`src/rtl/rom_arbiter.sv`:
```
// Round-robin arbiter sharing one single-port synchronous ROM among NREQ requesters.
// A read accepted in cycle T returns a one-hot tagged response in cycle T+2.
module rom_arbiter #(
  parameter int NREQ  = 4,
  parameter int ADDRW = 10,
  parameter int DATAW = 16
) (
  input  logic                    clk,
  input  logic                    rst_n,
  input  logic [NREQ-1:0]         req_valid,
  input  logic [NREQ*ADDRW-1:0]   req_addr,
  output logic [NREQ-1:0]         req_ready,
  output logic [ADDRW-1:0]        rom_addr,
  input  logic [DATAW-1:0]        rom_dout,
  output logic [NREQ-1:0]         resp_valid,
  output logic [DATAW-1:0]        resp_data,
  output logic                    busy
);

  localparam int              PTRW   = $clog2(NREQ);
  localparam logic [PTRW:0]   NREQ_W = (PTRW+1)'(NREQ);
  localparam logic [PTRW-1:0] LAST   = PTRW'(NREQ - 1);

  logic [PTRW-1:0]  ptr_q, ptr_d;
  logic [NREQ-1:0]  g1_q, g1_d;
  logic [NREQ-1:0]  resp_valid_q, resp_valid_d;
  logic [DATAW-1:0] resp_data_q, resp_data_d;
  logic [ADDRW-1:0] last_addr_q, last_addr_d;

  logic [ADDRW-1:0] addr_arr [NREQ];
  logic [NREQ-1:0]  grant;
  logic [PTRW-1:0]  win;
  logic             found;
  logic [PTRW:0]    sum;
  logic [PTRW-1:0]  idx;

  for (genvar i = 0; i < NREQ; i++) begin : g_unpack
    assign addr_arr[i] = req_addr[i*ADDRW +: ADDRW];
  end

  // Stage 0: rotating-priority search starting at ptr; grants are suppressed in reset
  always_comb begin
    grant = '0;
    win   = ptr_q;
    found = 1'b0;
    sum   = '0;
    idx   = '0;
    for (int k = 0; k < NREQ; k++) begin
      sum = {1'b0, ptr_q} + (PTRW+1)'(k);
      idx = (sum >= NREQ_W) ? PTRW'(sum - NREQ_W) : PTRW'(sum);
      if (!found && rst_n && req_valid[idx]) begin
        found      = 1'b1;
        win        = idx;
        grant[idx] = 1'b1;
      end
    end
  end

  always_comb begin
    ptr_d        = ptr_q;
    last_addr_d  = last_addr_q;
    rom_addr     = last_addr_q;
    if (found) begin
      ptr_d       = (win == LAST) ? '0 : win + 1'b1;
      last_addr_d = addr_arr[win];
      rom_addr    = addr_arr[win];
    end
    g1_d         = grant;
    resp_valid_d = g1_q;
    resp_data_d  = (|g1_q) ? rom_dout : resp_data_q;
  end

  // Stage 1 (g1) tracks the ROM access; stage 2 registers the returned data
  always_ff @(posedge clk or negedge rst_n) begin
    if (!rst_n) begin
      ptr_q        <= '0;
      g1_q         <= '0;
      resp_valid_q <= '0;
      resp_data_q  <= '0;
      last_addr_q  <= '0;
    end else begin
      ptr_q        <= ptr_d;
      g1_q         <= g1_d;
      resp_valid_q <= resp_valid_d;
      resp_data_q  <= resp_data_d;
      last_addr_q  <= last_addr_d;
    end
  end

  assign req_ready  = grant;
  assign resp_valid = resp_valid_q;
  assign resp_data  = resp_data_q;
  assign busy       = (|g1_q) | (|resp_valid_q);

endmodule

```
`config.mk`:
```
export PLATFORM = sky130hd
export DESIGN_NAME = rom_arbiter
export DESIGN_NICKNAME = d
export VERILOG_FILES = /design/src/rtl/rom_arbiter.sv
export SDC_FILE = /design/constraint.sdc
export NUM_CORES = 1
export LEC_CHECK = 0
export CAP_MARGIN = 20
export CORE_MARGIN = 5
export CORE_UTILIZATION = 41
export CTS_BUF_LIST = sky130_fd_sc_hd__clkbuf_4
export CTS_CLUSTER_DIAMETER = 40
export CTS_CLUSTER_SIZE = 12
export DETAILED_ROUTE_END_ITERATION = 8
export GPL_TIMING_DRIVEN = 1
export PLACE_DENSITY = 0.8
export SKIP_CTS_REPAIR_TIMING = 1
export SLEW_MARGIN = 20
export SYNTH_ARGS = -nofsm -noshare
export SYNTH_HDL_FRONTEND = slang
export SYNTH_SLANG_ARGS = --single-unit
```
`constraint.sdc`:
```
create_clock -name clk -period 4.25 [get_ports clk]
set_input_delay 0.6375 -clock clk [delete_from_list [all_inputs] [get_ports clk]]
set_output_delay 0.6375 -clock clk [all_outputs]
set_load 0.01 [all_outputs]
```
==> Yosys cells after proc, flatten, opt, wreduce, memory -nomap -nowiden <==
Cells that the tools add are included.
{ "totals": {"regBits": 36, "in_bits": 62, "out_inout_bits": 35, "elab_cells": 85} }
{ "op_classes": {"add_sub_neg": 8, "magnitude_cmp": 13, "eq_ne": 1, "muxes": 37, "bitwise_logic": 5, "n_reduce_logical": 16} }
{ "op_table": {"columns": ["op", "n"], "rows": [
  ["10-bit 2-to-1 mux", 3],
  ["10-bit binary-select mux with 2-bit select", 1],
  ["2-bit 2-to-1 mux", 9],
  ["4-bit 2-to-1 mux", 4],
  ["3-bit greater-or-equal comparator (second input constant)", 4],
  ["2-bit by 3-bit less-than comparator with 1-bit output (second input constant)", 4],
  ["1-bit 2-to-1 mux", 12],
  ["4-bit bitwise OR", 3],
  ["1-bit logical AND", 11],
  ["1-bit binary-select mux with 2-bit select", 4],
  ["1-bit demux with 2-bit select", 4],
  ["2-bit by 1-bit greater-or-equal comparator with 1-bit output (second input constant)", 4],
  ["4-bit OR reduction", 2],
  ["2-bit by 1-bit subtractor with 2-bit output (second input constant)", 4],
  ["2-bit by 2-bit adder with 3-bit output (second input constant)", 2],
  ["2-bit by 1-bit adder with 3-bit output (second input constant)", 1],
  ["2-bit by 3-bit greater-or-equal comparator with 1-bit output (second input constant)", 1],
  ["1-bit zero test", 3],
  ["2-bit inverter with 3-bit output", 1],
  ["2-bit by 1-bit adder with 2-bit output (second input constant)", 1],
  ["2-bit equality test (second input constant)", 1],
  ["1-bit bitwise OR", 1]
]} }

==> Logic depth before layout (Yosys ltp) <==
{ "depth": {"depth_word": 23, "ltp_mapped": 11, "ltp_nobuf": 8} }

==> Least setup slack after synthesis <==
No wires, ideal clock.
{ "synth_timing": {"path_type": "register -> output", "start": "register ptr_q[0]", "end": "output port rom_addr[1]", "arrival_time_ns": 2.796, "t_required_ns": 3.612, "path_slack_ns": 0.816, "path_stages_with_launch": 12, "path_buffers": 3, "cell_sequence": "dfrtp_1 buf_6 inv_1 ha_1 mux4_2 nor3b_4 a21oi_1 a211o_2 buf_6 buf_6 mux2i_1 o221ai_1"} }
{ "synth_via": {"elab_chain_cells": 23, "word_cells_on_any_way": 46, "classes_between": "add/sub: 7; order compare: 4; mux: 24; bitwise: 1; reduce/logical: 10"} }
{ "synth_lines": {"columns": ["element", "line_no", "rtl"], "rows": [
  ["start, declared", "24", "logic [PTRW-1:0] ptr_q, ptr_d;"],
  ["start signal, assigned", "82", "ptr_q <= ptr_d;"],
  ["2-bit by 3-bit greater-or-equal comparator with 1-bit output or 2-bit by 1-bit subtractor with 2-bit output (tied branches)", "50", "idx = (sum >= NREQ_W) ? PTRW'(sum - NREQ_W) : PTRW'(sum);"],
  ["2-bit 2-to-1 mux", "50", null],
  ["1-bit binary-select mux with 2-bit select", "51", "if (!found && rst_n && req_valid[idx]) begin"],
  ["1-bit 2-to-1 mux (implied by the code)", "51", null],
  ["1-bit logical AND", "51", null],
  ["1-bit 2-to-1 mux", "51", null],
  ["1-bit zero test", "51", null],
  ["1-bit logical AND (2 in a row)", "51", null],
  ["[... 4 more ...]", null, null],
  ["1-bit 2-to-1 mux", "51", null],
  ["1-bit zero test", "51", null],
  ["1-bit logical AND (2 in a row)", "51", null],
  ["2-bit 2-to-1 mux", "51", null],
  ["2-bit inverter with 3-bit output (implied by the code)", "66", "rom_addr = addr_arr[win];"],
  ["10-bit binary-select mux with 2-bit select", "66", null],
  ["10-bit 2-to-1 mux (implied by the code) (2 in a row)", "66", null],
  ["10-bit 2-to-1 mux *", null, null],
  ["end, declared", "13", "output logic [ADDRW-1:0] rom_addr,"]
]} }
Every way passes the cells marked *; elsewhere a longest branch is shown, timed or not. The select of a mux whose other input is x is not followed.

==> Worst setup path in the final report <==
{ "layout_timing": {"start": "input port req_valid[1]", "end": "output port rom_addr[3]"} }
{ "layout_via": {"elab_chain_cells": 21, "word_cells_on_any_way": 31, "classes_between": "mux: 20; bitwise: 1; reduce/logical: 10"} }
{ "layout_lines": {"columns": ["element", "line_no", "rtl"], "rows": [
  ["start, declared", "10", "input logic [NREQ-1:0] req_valid,"],
  ["1-bit binary-select mux with 2-bit select", "51", null],
  ["1-bit 2-to-1 mux (implied by the code)", "51", null],
  ["1-bit logical AND", "51", null],
  ["1-bit 2-to-1 mux", "51", null],
  ["1-bit zero test", "51", null],
  ["1-bit logical AND (2 in a row)", "51", null],
  ["1-bit 2-to-1 mux", "51", null],
  ["1-bit zero test", "51", null],
  ["1-bit logical AND (2 in a row)", "51", null],
  ["1-bit 2-to-1 mux", "51", null],
  ["1-bit zero test", "51", null],
  ["1-bit logical AND (2 in a row)", "51", null],
  ["2-bit 2-to-1 mux", "51", null],
  ["2-bit inverter with 3-bit output (implied by the code)", "66", null],
  ["10-bit binary-select mux with 2-bit select", "66", null],
  ["10-bit 2-to-1 mux (implied by the code) (2 in a row)", "66", null],
  ["10-bit 2-to-1 mux *", null, null]
]} }
Marks and branches as above.

==> qor.txt <==
Outcome -> complete, no violations
Total Routing Usage GR -> 17.9%
DR vias -> 1,700
Clock skew -> 0.0115 ns
Final setup TNS -> 0 ns
Most common cell after layout, fill and taps aside -> clkdlybuf4s50_1
Gr ovfl total -> 0
Worst VDD drop -> 638 µV
Avg Cell Area, Syn -> 12.4 µm²
Mapped Cells -> 155
Vias in the first global route -> 1,668
Synth cell types -> 34
Flops & latches, synth -> 36
Max Cap Viol -> 0
Pre-CTS WS -> -0.00529 ns
Number of port buffers -> 96
Max clock buf depth -> 2
CP startpoint kind -> input pin
Wire length per cell -> 16.8 µm
Core Footprint -> 4630 µm²
Placed Instances -> 311
CP required -> 3.61 ns
Synth Area in Simple Gates -> 11.5%
Compound-Gate Fraction of Synth Area -> 9.30%
Kind of critical path -> input pin to output port
Post-detail-place hpwl -> 4.34 mm
Highest Clock Rate -> 259 MHz
Xor/xnor share of the synthesized area -> 1.37%
Most frequent cells in the layout -> 84 x clkdlybuf4s50_1, 36 x dfrtp_1, 19 x mux2i_1, 17 x mux2_2, 17 x buf_4
CTS Sinks -> 36
Share of cells above drive strength 1 -> 20.7%
RSZ-0062 raised after global routing -> false
Leak -> 0.00147 µW
Area growth syn-to-layout -> 63.5%
Final std cells w/o fill -> 324
Pwr Density -> 855 nW/µm²
Die width -> 78.5 µm
Placer's final routability congestion estimate -> 0.822
Fraction of the cycle the final worst path needs -> 91.0%
Slew Limit Headroom -> 67.2%
Post-DP Area -> 3020 µm²
Adder-cell share of the synthesized area -> 2.60%
Initial antenna violation count -> 0
Synth Warn # -> 0
CTS buffer count -> 5
Post-synthesis cell area -> 1920 µm²
Worst-skew pair later-pin latency -> 0.35 ns
Main combinational cell family by area after synthesis -> multiplexers
Multiplexer share of the synthesized area -> 25.1%
Final Hold Vio Count -> 0
CTS tree -> yes
Rows -> 25
Ant diodes -> 0
DRT Pass-1 Iters -> 4
Final min period -> 3.87 ns
Crit path DAT -> 3.23 ns
First-pass GRT wire length -> 8.47 mm
Starting Density -> 41.5%
Ports -> 97
Worst hold path class -> input pin to asynchronous set/reset pin
Slew Limit Fails -> 0
Maximum number of pins on one net before global-route repair -> 39
Total Routed Length -> 5.43 mm
Crit end category -> output port
Clock-pin slew on the worst setup and hold paths -> 0.11 ns
Worst-path fanout max -> 16
Final setup vio count -> 0
Post-route cell area -> 3140 µm²
Detail Route Antenna Nets -> 0
H-tree depth -> 2
Via-to-Cell Ratio -> 5.25
DRC viols -> 0
Clock root cell -> clkbuf_4
Syn Nets -> 221
Die height -> 78.5 µm
Least-Margin Pin Slew -> 0.492 ns
Hold slack final -> 0.344 ns
Worst setup margin -> 0.382 ns
Die ar. -> 6160 µm²
DRT iter0 DRCs -> 50
Final nets -> 335
Seq/Total Area, Yosys -> 46.8%
==> layer usage <==
metal / vias up / part of all wire [%] / global-route usage, %
met4: 0 / 1.1 / 4.72
met2: 66 / 50 / 30.0
met3: 8 / 6.9 / 5.39
met5: - / 0 / 0
li1: 813 / - / -
met1: 813 / 42 / 22.5
==> cell usage after synthesis <==
library cell,n,share of area (%)
a211o_2,1,0.52
a21oi_1,1,0.26
a22oi_1,4,1.6
and2_1,2,0.65
buf_2,2,0.52
buf_6,3,1.8
clkbuf_1,2,0.39
dfrtp_1,36,47
ha_1,4,2.6
inv_1,3,0.59
mux2_1,1,0.59
mux2_2,17,10
mux2i_1,19,9.9
mux4_2,4,4.7
nand2_1,15,2.9
nand2b_1,2,0.65
nand3_1,8,2.1
nor2_1,2,0.39
nor2_2,1,0.33
nor2b_1,2,0.65
nor3_1,1,0.26
nor3b_4,1,0.98
nor4_1,2,0.65
nor4b_4,1,1.2
o211a_1,1,0.52
o21ai_0,1,0.26
o21ai_1,2,0.52
o221a_1,1,0.59
o221ai_1,9,4.1
o311a_1,1,0.52
o41ai_1,1,0.46
or2_2,1,0.33
or4_1,1,0.39
xnor2_1,3,1.4
==> worst max-delay path: stages <==
cell and delay (ns):
clkdlybuf4s50_1 0.48, mux4_2 0.59, buf_4 0.19, nor3_1 0.20, o211a_1 0.20, a211o_2 0.16
buf_12 0.18, mux2i_1 0.27, o221ai_2 0.14, dlymetal6s2s_1 0.19
==> registers in the layout (all words and copies together) (netlist names) <==
signal       flops
last_addr_q     10
ptr_q            2
resp_valid       4
resp_data       16
g1_q             4
==> stage by stage <==
stage | total power (µW) | utilization (%)
final | 2690 | 67.9
after global routing | 2880 | 67.9
after CTS | 2690 | 66.3
after detailed placement | 2510 | 65.2
after global placement | 2460 | 65.2
after floorplan | 1740 | -
==> worst paths after layout <==
| kind | startpoint | to | slack, ns | depth (start not counted) |
|---|---|---|---|---|
| worst max-delay path | req_valid[1] | rom_addr[3] | 0.38 | 10 |
| worst min-delay path | rst_n | ptr_q[0] | 0.34 | 2 |
| worst max register to register | ptr_q[0] | last_addr_q[3] | 1.51 | 10 |
| worst min register to register | g1_q[1] | resp_valid[1] | 0.41 | 0 |
| max in group asynchronous | rst_n | last_addr_q[6] | 3.55 | 2 |
| min in group clk | g1_q[1] | resp_valid[1] | 0.41 | 0 |
==> logic make-up (layout without fill, tap and decap cells) <==
family | Yosys count | in the layout
muxes | 41 | 41
and+or+nand+nor | 39 | 39
DFF | 36 | 36
AOI/OAI and AO/OA | 22 | 22
buffers and inverters | 10 | 125
adders and majority gates | 4 | 4
xor gates and xnor gates | 3 | 3
==> layout make-up <==
cell class / count / area (µm²)
Fill cell: 362 / 1490
Clock buffer: 5 / 37.5
Timing Repair Buffer: 114 / 1130
Multi-Input combinational cell: 109 / 982
Tap cell: 54 / 67.6
Clock inverter: 3 / 13.8
Inverter: 3 / 11.3
Sequential cell: 36 / 901
==> power breakdown <==
| part | internal (µW) | switching [µW] | leakage (µW) |
|---|---|---|---|
| Combinational | 1080 | 835 | 0.000993 |
| Clock | 60.6 | 114 | 0.0000324 |
| Sequential | 523 | 73.1 | 0.000440 |
Power figures use the tool's default switching activity.
